### config.mk
export PLATFORM = sky130hd
export DESIGN_NAME = muxn_stream
export DESIGN_NICKNAME = d
export VERILOG_FILES = /design/src/rtl/muxn_pkg.sv /design/src/rtl/muxn_stream_rr_pick.sv /design/src/rtl/muxn_stream.sv
export SDC_FILE = /design/constraint.sdc
export NUM_CORES = 1
export LEC_CHECK = 0
export ABC_CLOCK_PERIOD_IN_PS = 1500
export CAP_MARGIN = 20
export CORE_MARGIN = 2
export CORE_UTILIZATION = 31
export DETAILED_ROUTE_END_ITERATION = 10
export GPL_ROUTABILITY_DRIVEN = 1
export PLACE_DENSITY = 0.78
export SLEW_MARGIN = 10
export SYNTH_ARGS = -nofsm -noshare
export SYNTH_HDL_FRONTEND = slang
export SYNTH_HIERARCHICAL = 1
export SYNTH_SLANG_ARGS = --single-unit
### constraint.sdc
create_clock -name i_clk -period 1.5 [get_ports i_clk]
set_clock_uncertainty 0.1 [all_clocks]
set_input_delay 0.225 -clock i_clk [delete_from_list [all_inputs] [get_ports i_clk]]
set_output_delay 0.225 -clock i_clk [all_outputs]
set_load 0.01 [all_outputs]
### src/rtl/muxn_pkg.sv
// Shared types and defaults for the muxn_stream registered N-to-1 stream multiplexer.
package muxn_pkg;

  typedef enum logic {
    MODE_SEL = 1'b0,
    MODE_RR  = 1'b1
  } mode_e;

  localparam int DEF_WIDTH = 32;
  localparam int DEF_NUM   = 4;

endpackage : muxn_pkg

### src/rtl/muxn_stream_rr_pick.sv
// rr_pick: combinational round-robin picker, first valid channel at or after ptr (with wrap).
// Only built when MUXN_STREAM_RR_EN is defined; otherwise this file is empty.
`ifdef MUXN_STREAM_RR_EN
module rr_pick #(
  parameter int P_NUM   = 4,
  parameter int P_SEL_W = $clog2(P_NUM)
) (
  input  logic [P_NUM-1:0]   valid,
  input  logic [P_SEL_W-1:0] ptr,
  output logic               grant,
  output logic [P_SEL_W-1:0] idx
);

  localparam logic [P_SEL_W:0] NUM_W = (P_SEL_W+1)'(P_NUM);

  logic [P_NUM-1:0][P_SEL_W-1:0] scan_idx;
  logic [P_NUM-1:0]              scan_hit;

  // Scan slot gi looks at channel (ptr + gi) mod P_NUM; ptr is always < P_NUM.
  for (genvar gi = 0; gi < P_NUM; gi++) begin : g_scan
    logic [P_SEL_W:0] sum;
    assign sum           = {1'b0, ptr} + (P_SEL_W+1)'(gi);
    assign scan_idx[gi]  = (sum >= NUM_W) ? P_SEL_W'(sum - NUM_W) : sum[P_SEL_W-1:0];
    assign scan_hit[gi]  = |(valid & (P_NUM'(1) << scan_idx[gi]));
  end

  // Walk from the far end so the lowest scan offset wins.
  always_comb begin
    grant = 1'b0;
    idx   = '0;
    for (int i = P_NUM - 1; i >= 0; i--) begin
      if (scan_hit[i]) begin
        grant = 1'b1;
        idx   = scan_idx[i];
      end
    end
  end

endmodule : rr_pick
`endif

### src/rtl/muxn_stream.sv
// muxn_stream: N-to-1 registered stream mux with valid/ready handshakes and a single output register.
// Define MUXN_STREAM_RR_EN to add round-robin mode (i_mode=1); otherwise select mode always applies.
module muxn_stream
  import muxn_pkg::*;
#(
  parameter int P_WIDTH = DEF_WIDTH,
  parameter int P_NUM   = DEF_NUM,
  parameter int P_SEL_W = $clog2(P_NUM)
) (
  input  logic                          i_clk,
  input  logic                          i_rst_n,
  input  logic [P_NUM-1:0][P_WIDTH-1:0] i_d,
  input  logic [P_NUM-1:0]              i_valid,
  output logic [P_NUM-1:0]              o_ready,
  input  logic                          i_mode,
  input  logic [P_SEL_W-1:0]            i_sel,
  output logic [P_WIDTH-1:0]            o_y,
  output logic [P_SEL_W-1:0]            o_src,
  output logic                          o_valid,
  input  logic                          i_ready
);

  localparam logic [P_SEL_W:0] NUM_W = (P_SEL_W+1)'(P_NUM);

  logic [P_WIDTH-1:0] y_reg, y_next, d_sel;
  logic [P_SEL_W-1:0] src_reg, src_next;
  logic               valid_reg, valid_next;
  logic               load_en, sel_grant, grant, xfer_in;
  logic [P_SEL_W-1:0] cand;

  assign load_en   = !valid_reg || i_ready;
  assign sel_grant = ({1'b0, i_sel} < NUM_W);

`ifdef MUXN_STREAM_RR_EN
  localparam logic [P_SEL_W-1:0] LAST_IDX = P_SEL_W'(P_NUM - 1);

  logic [P_SEL_W-1:0] rr_ptr_reg, rr_ptr_next, rr_idx;
  logic               rr_grant;
  mode_e              mode;

  assign mode = mode_e'(i_mode);

  rr_pick #(
    .P_NUM   (P_NUM),
    .P_SEL_W (P_SEL_W)
  ) u_rr_pick (
    .valid (i_valid),
    .ptr   (rr_ptr_reg),
    .grant (rr_grant),
    .idx   (rr_idx)
  );

  always_comb begin
    if (mode == MODE_RR) begin
      grant = rr_grant;
      cand  = rr_idx;
    end else begin
      grant = sel_grant;
      cand  = i_sel;
    end
  end

  // Pointer only advances past a channel that actually delivered a word.
  always_comb begin
    rr_ptr_next = rr_ptr_reg;
    if (xfer_in && (mode == MODE_RR)) begin
      rr_ptr_next = (cand == LAST_IDX) ? '0 : cand + P_SEL_W'(1);
    end
  end

  always_ff @(posedge i_clk or negedge i_rst_n) begin
    if (!i_rst_n) begin
      rr_ptr_reg <= '0;
    end else begin
      rr_ptr_reg <= rr_ptr_next;
    end
  end
`else
  logic unused_mode;
  assign unused_mode = i_mode;
  assign grant       = sel_grant;
  assign cand        = i_sel;
`endif

  // Ready is one-hot on the candidate, independent of that channel's valid.
  for (genvar gi = 0; gi < P_NUM; gi++) begin : g_ready
    assign o_ready[gi] = load_en && grant && (cand == P_SEL_W'(gi));
  end

  assign xfer_in = |(o_ready & i_valid);

  // AND-OR mux keyed on o_ready avoids indexing i_d with an out-of-range select.
  always_comb begin
    d_sel = '0;
    for (int i = 0; i < P_NUM; i++) begin
      if (o_ready[i]) begin
        d_sel = d_sel | i_d[i];
      end
    end
  end

  always_comb begin
    y_next     = y_reg;
    src_next   = src_reg;
    valid_next = valid_reg;
    if (xfer_in) begin
      y_next     = d_sel;
      src_next   = cand;
      valid_next = 1'b1;
    end else if (i_ready) begin
      valid_next = 1'b0;
    end
  end

  always_ff @(posedge i_clk or negedge i_rst_n) begin
    if (!i_rst_n) begin
      y_reg     <= '0;
      src_reg   <= '0;
      valid_reg <= 1'b0;
    end else begin
      y_reg     <= y_next;
      src_reg   <= src_next;
      valid_reg <= valid_next;
    end
  end

  assign o_y     = y_reg;
  assign o_src   = src_reg;
  assign o_valid = valid_reg;

endmodule : muxn_stream

# [Yosys cells after proc, flatten, opt, wreduce, memory -nomap -nowiden]
# Index checks and enable logic that the tools add are counted.
[totals] romBits=0 latchBits=0 out_inout_bits=39 ram_bits=0 wordCells=25 reg_bits=35 memories=0
[op_classes] n_reduce_logical=9 n_eq_ne=3 n_shift=0 n_mul=0 add_sub_neg=0 muxes=6 div=0 n_bitwise=4 order_cmp=0
[op_table] cell="$mux 32" n=4
[op_table] cell="$or 32x32->32" n=3
[op_table] cell="$and 4x4->4" n=1
[op_table] cell="$eq 2x2->1 const B" n=2
[op_table] cell="$logic_and 1x1->1" n=4
[op_table] cell="$reduce_or 4->1" n=1
[op_table] cell="$eq 2x1->1 const B" n=1
[op_table] cell="$logic_not 2->1" n=1
[op_table] cell="$mux 1" n=2
[op_table] cell="$reduce_bool 2->1" n=1
[op_table] cell="$logic_not 1->1" n=1
[op_table] cell="$logic_or 1x1->1" n=1

# [Depth between registers and ports, before layout]
# Gate-level depths: netlist (run 1).
[logic_depth] depth_word=10 ltp_mapped=6

# [Worst setup path before layout (run 1)]
# No wires, ideal clock.
[synth_timing] kind="input port to flip-flop" from="input port i_sel[0]" to="register y_reg[15], in the netlist o_y[15]" t_arrival_ps=1583 path_buffers=2 stages=6 setup_ps=125 slack_ps=-308 required_ps=1275 path_cell_list="buf_2 -> mux2_1 -> and3b_1 -> a21oi_4 -> buf_6 -> mux2_2"
[synth_via] elab_chain_cells=9 word_cells_on_any_way=17
[synth_rtl] item="start: declaration" line="muxn_stream.sv:16" rtl="input logic [P_SEL_W-1:0] i_sel,"
[synth_rtl] item="$logic_not 2->1" line="muxn_stream.sv:87" rtl="assign o_ready[gi] = load_en && grant && (cand == P_SEL_W'(gi));"
[synth_rtl] item="$logic_and 1x1->1" line="muxn_stream.sv:87"
[synth_rtl] item="$mux 32" line="muxn_stream.sv:96" rtl="if (o_ready[i]) begin"
[synth_rtl] item="$or 32x32->32" line="muxn_stream.sv:97" rtl="d_sel = d_sel | i_d[i];"
[synth_rtl] item="$mux 32" line="muxn_stream.sv:96"
[synth_rtl] item="$or 32x32->32" line="muxn_stream.sv:97"
[synth_rtl] item="$mux 32" line="muxn_stream.sv:96"
[synth_rtl] item="$or 32x32->32" line="muxn_stream.sv:97"
[synth_rtl] item="$mux 32" line="muxn_stream.sv:96"
[synth_rtl] item="end signal: assignment" line="muxn_stream.sv:121" rtl="y_reg <= y_next;"
[synth_rtl] item="end: declaration" line="muxn_stream.sv:25" rtl="logic [P_WIDTH-1:0] y_reg, y_next, d_sel;"
# Several ways; a longest one is shown, not always the timed one.
# A chain may end at the register's enable or synchronous reset.

# [Final worst setup path (run 1)]
[layout_timing] from="register valid_reg, in the netlist o_valid" to="register y_reg[4], in the netlist o_y[4]"
[layout_via] elab_chain_cells=10 word_cells_on_any_way=15
[layout_rtl] item="start: declaration" line="muxn_stream.sv:27" rtl="logic valid_reg, valid_next;"
[layout_rtl] item="start signal: assignment" line="muxn_stream.sv:123" rtl="valid_reg <= valid_next;"
[layout_rtl] item="$logic_not 1->1 (*)" line="muxn_stream.sv:31" rtl="assign load_en = !valid_reg || i_ready;"
[layout_rtl] item="$logic_or 1x1->1 (*)" line="muxn_stream.sv:31"
[layout_rtl] item="$logic_and 1x1->1" line="muxn_stream.sv:87"
[layout_rtl] item="$mux 32" line="muxn_stream.sv:96"
[layout_rtl] item="$or 32x32->32" line="muxn_stream.sv:97"
[layout_rtl] item="$mux 32" line="muxn_stream.sv:96"
[layout_rtl] item="$or 32x32->32" line="muxn_stream.sv:97"
[layout_rtl] item="$mux 32" line="muxn_stream.sv:96"
[layout_rtl] item="$or 32x32->32" line="muxn_stream.sv:97"
[layout_rtl] item="$mux 32" line="muxn_stream.sv:96"
# Every way passes the cells marked *; elsewhere a longest branch is shown, timed or not.

==> impl_metrics.csv, run 1 <==
group,metric,value,unit
run_status,status,"finished, violations left",
run_status,violations,"setup timing",
grt,track_usage,19.4,%
logic_synthesis,syn_area,2290,µm²
pwr,powerDensity,841,nW/µm²
critical_path,cp-start-kind,"flop",
sta,rsz0062_at_grt,"true",
logic_synthesis,synth_fp_nets,337,
clocking,cts_tree,"built",
layout,ff_latch_area,876,µm²
detailed_routing,routed_wl,7830,µm
critical_path,critPathKind,"reg2reg",
placement,hpwl,6000,µm
die,core,7210,µm²
placement,dp_cells,469,
grt,antenna_found_initial,0,
clocking,cts.sinks,35,
detailed_routing,dr.pass1.iters,4,
logic_synthesis,syn_inst,199,
clocking,numCtsBuffers,5,
layout,fillCellCount,601,
detailed_routing,drt_iter0_drc,58,
grt,busiest_layer,"met2",
critical_path,r2r-start,"o_valid$_DFFE_PN0P_",
detailed_routing,wl_per_cell,16.0,µm
critical_path,path_max_fanout,4,
logic_synthesis,syn_area_per_cell,11.5,µm²
critical_path,crit_chain,"nand2b_4 -> and3b_2 -> a21oi_4 -> buf_4 -> clkbuf_16 -> mux2_2",
clocking,clockRootBuffer,"clkbuf_8",
critical_path,rr_endpoint,"o_y[4]$_DFFE_PN0P_",
die,io_pins,177,
logic_synthesis,synth-seq-cells,35,
detailed_routing,via_per_inst,4.81,
logic_synthesis,netlist-cell-type-count,17,
grt,use_met2,33.7,%
critical_path,crit_family,"flip-flops",
sta,hold_viol_final,0,
sta,tightest_slew,0.358,ns
die,die-area,8100,µm²
layout,multiInputGateArea,1450,µm²
grt,grtUsageMet3,7.88,%
grt,grt_overflow,0,
sta,drv_slew,0,
detailed_routing,vias,2346,
critical_path,worstSetupEndpointType,"flop",
clocking,clk_latency,0.28,ns
critical_path,r2r_cells,6,
detailed_routing,route.antenna.remaining_nets,0,
logic_synthesis,yosysSeqAreaShare,38.2,%
critical_path,slowest_stage,"dfrtp_1",
detailed_routing,drc,0,
layout,antennaDiodeCount,0,
critical_path,startpoint,"o_valid$_DFFE_PN0P_",
die,initial_core_util,31.8,%
placement,gp_congestion,0.774,
sta,fmax,594,MHz
clocking,clkTransAtPathRegs,0.07,ns
worst_hold_path,hp-class,"in2async",
layout,final_nets,526,
clocking,cts_max_path_buffers,2,
layout,drive_gt1_share,19.8,%
clocking,htree_levels,2,
grt,grt_pass1_vias,2503,
sta,fin_crit_sh,112,%
die,fp-row-count,31,
critical_path,cp.required,1.57,ns
critical_path,r2r_slack,-0.18,ns
critical_path,arrival,1.75,ns
critical_path,worst_path_largest_cell_delay,0.39,ns
die,die_x,90.0,µm
pwr,power_leakage,2.18,nW
job,maxCapViolCount,0,
grt,grt_use_met1,22.3,%
layout,final_cells,488,
sta,slew-limit-headroom,76.1,%
layout,syn_to_final_growth,96.2,%
sta,setup_violations,37,
grt,grt_first_pass_wirelength,12600,µm
sta,post-route-min-period,1.68,ns
sta,fin_setup_tns,-5.43,ns
grt,grt_max_degree,20,
die,die_y,90.0,µm
placement,io_buffers,175,
critical_path,crit_buf_inv,2,
sta,finalWorstSetupSlack,-0.183,ns
pwr,peakVddDrop,0.000355,V
logic_synthesis,ys.warnings.count,6,
## stage by stage
stage	util (%)	hold WS, ns	setup slack, ns	instance area, µm²	power [mW]
finish	62.3	0.283	-0.183	4500	3.78
global route	62.3	0.306	-0.245	4500	4.01
CTS	62.3	0.285	-0.223	4500	3.82
detailed placement	58.8	0.0458	-0.585	4240	3.14
global placement	58.8	0.0459	-0.562	4240	3.11
floorplan	-	-0.171	-0.262	2350	2.08
## metal layers
layer  share of wire, %  vias to the layer above
li1                   -                     1131
met1                 40                     1083
met2                 50                      120
met3                9.3                       12
met4                1.3                        0
met5                  0                        -
## Yosys cell counts
cell      count  area, µm²
mux2_2       31        349
a21oi_4       1       16.3
clkbuf_1      7       26.3
mux2_1        4       45.0
mux2i_1      64        641
dfrtp_1      35        876
o22ai_1      32        200
buf_1         1       3.75
and3b_1       1       8.76
and2_1        1       6.26
o21ai_0       1       5.00
buf_2         7       35.0
inv_1         2       7.51
buf_6         3       33.8
nand2b_1      2       12.5
nand2_1       3       11.3
nor2_1        4       15.0
## worst register-to-register path, stage by stage, from the launching register on
cell	delay, ns
dfrtp_1	0.39
nand2b_4	0.07
and3b_2	0.24
a21oi_4	0.17
buf_4	0.15
clkbuf_16	0.13
mux2_2	0.32
## layout make-up
cell class,instances,share of cell area (%)
clock buffer,7,1.70
clock inverter,1,0.111
sequential,35,19.5
timing repair buffer,200,43.6
tap,99,2.75
multi-input combinational,144,32.2
inverter,2,0.167
## placed cells by master, fill, tap and decap left out, types with 2 or more instances in the layout
cell / instances
clkdlybuf4s50_1: 130
mux2i_1: 64
dlygate4sd2_1: 37
dfrtp_1: 35
o22ai_1: 32
mux2_4: 28
buf_4: 16
mux2_2: 5
clkbuf_8: 5
buf_2: 5
buf_12: 4
nor2_2: 3
nand2b_4: 2
inv_1: 2
mux2_1: 2
nand2_1: 2
clkbuf_1: 2
dlymetal6s2s_1: 2
buf_6: 2
buf_8: 2
## sequential cells by signal, indices dropped and copies added (netlist names)
name,cells
o_src,2
o_valid,1
o_y,32
## worst max-delay path by stage
stage,endpoint,slack (ns),cells after the start
3_3_place_gp,o_ready[2],-0.56,5
5_1_grt,o_y[4]$_DFFE_PN0P_,-0.24,6
6_report,o_y[4]$_DFFE_PN0P_,-0.18,6
4_1_cts,o_y[19]$_DFFE_PN0P_,-0.22,7
3_5_place_dp,o_y[1]$_DFFE_PN0P_,-0.58,6
2_1_floorplan,o_y[15]$_DFFE_PN0P_,-0.26,6
## power by group
| part | leakage, nW | internal (mW) | switching (mW) |
|---|---|---|---|
| clock network | 0.0422 | 0.326 | 0.324 |
| registers | 0.434 | 1.19 | 0.131 |
| logic | 1.70 | 1.14 | 0.673 |
| total | 2.18 | 2.66 | 1.13 |
## kinds of logic (layout without fill, tap and decap cells)
| kind of cell | after synthesis | count (layout) | synth area share (%) |
|---|---|---|---|
| and+or+nand+nor | 11 | 11 | 2.35 |
| buffers and inverters | 20 | 210 | 4.64 |
| AOI/OAI and AO/OA | 34 | 34 | 9.66 |
| DFF | 35 | 35 | 38.2 |
| muxes | 99 | 99 | 45.1 |
## repair_timing
action	CTS	global route
buffers inserted	6	5
cloned	3	1
pin swaps	1	3
endpoints found under the hold margin	13	0
gates resized for setup	71	19
endpoints found under the setup margin	69	40
hold buffers	1	0
Power figures use the tool's default switching activity.
==> inputs of run 2 (changes only) <==
--- a/config.mk
+++ b/config.mk
@@ -9,6 +9,7 @@
 export CAP_MARGIN = 20
 export CORE_MARGIN = 2
 export CORE_UTILIZATION = 31
+export CTS_CLUSTER_SIZE = 16
 export DETAILED_ROUTE_END_ITERATION = 10
 export GPL_ROUTABILITY_DRIVEN = 1
 export PLACE_DENSITY = 0.78
==> results of run 2 <==
Final layout, timing and power as in run 1 (identical DEF).
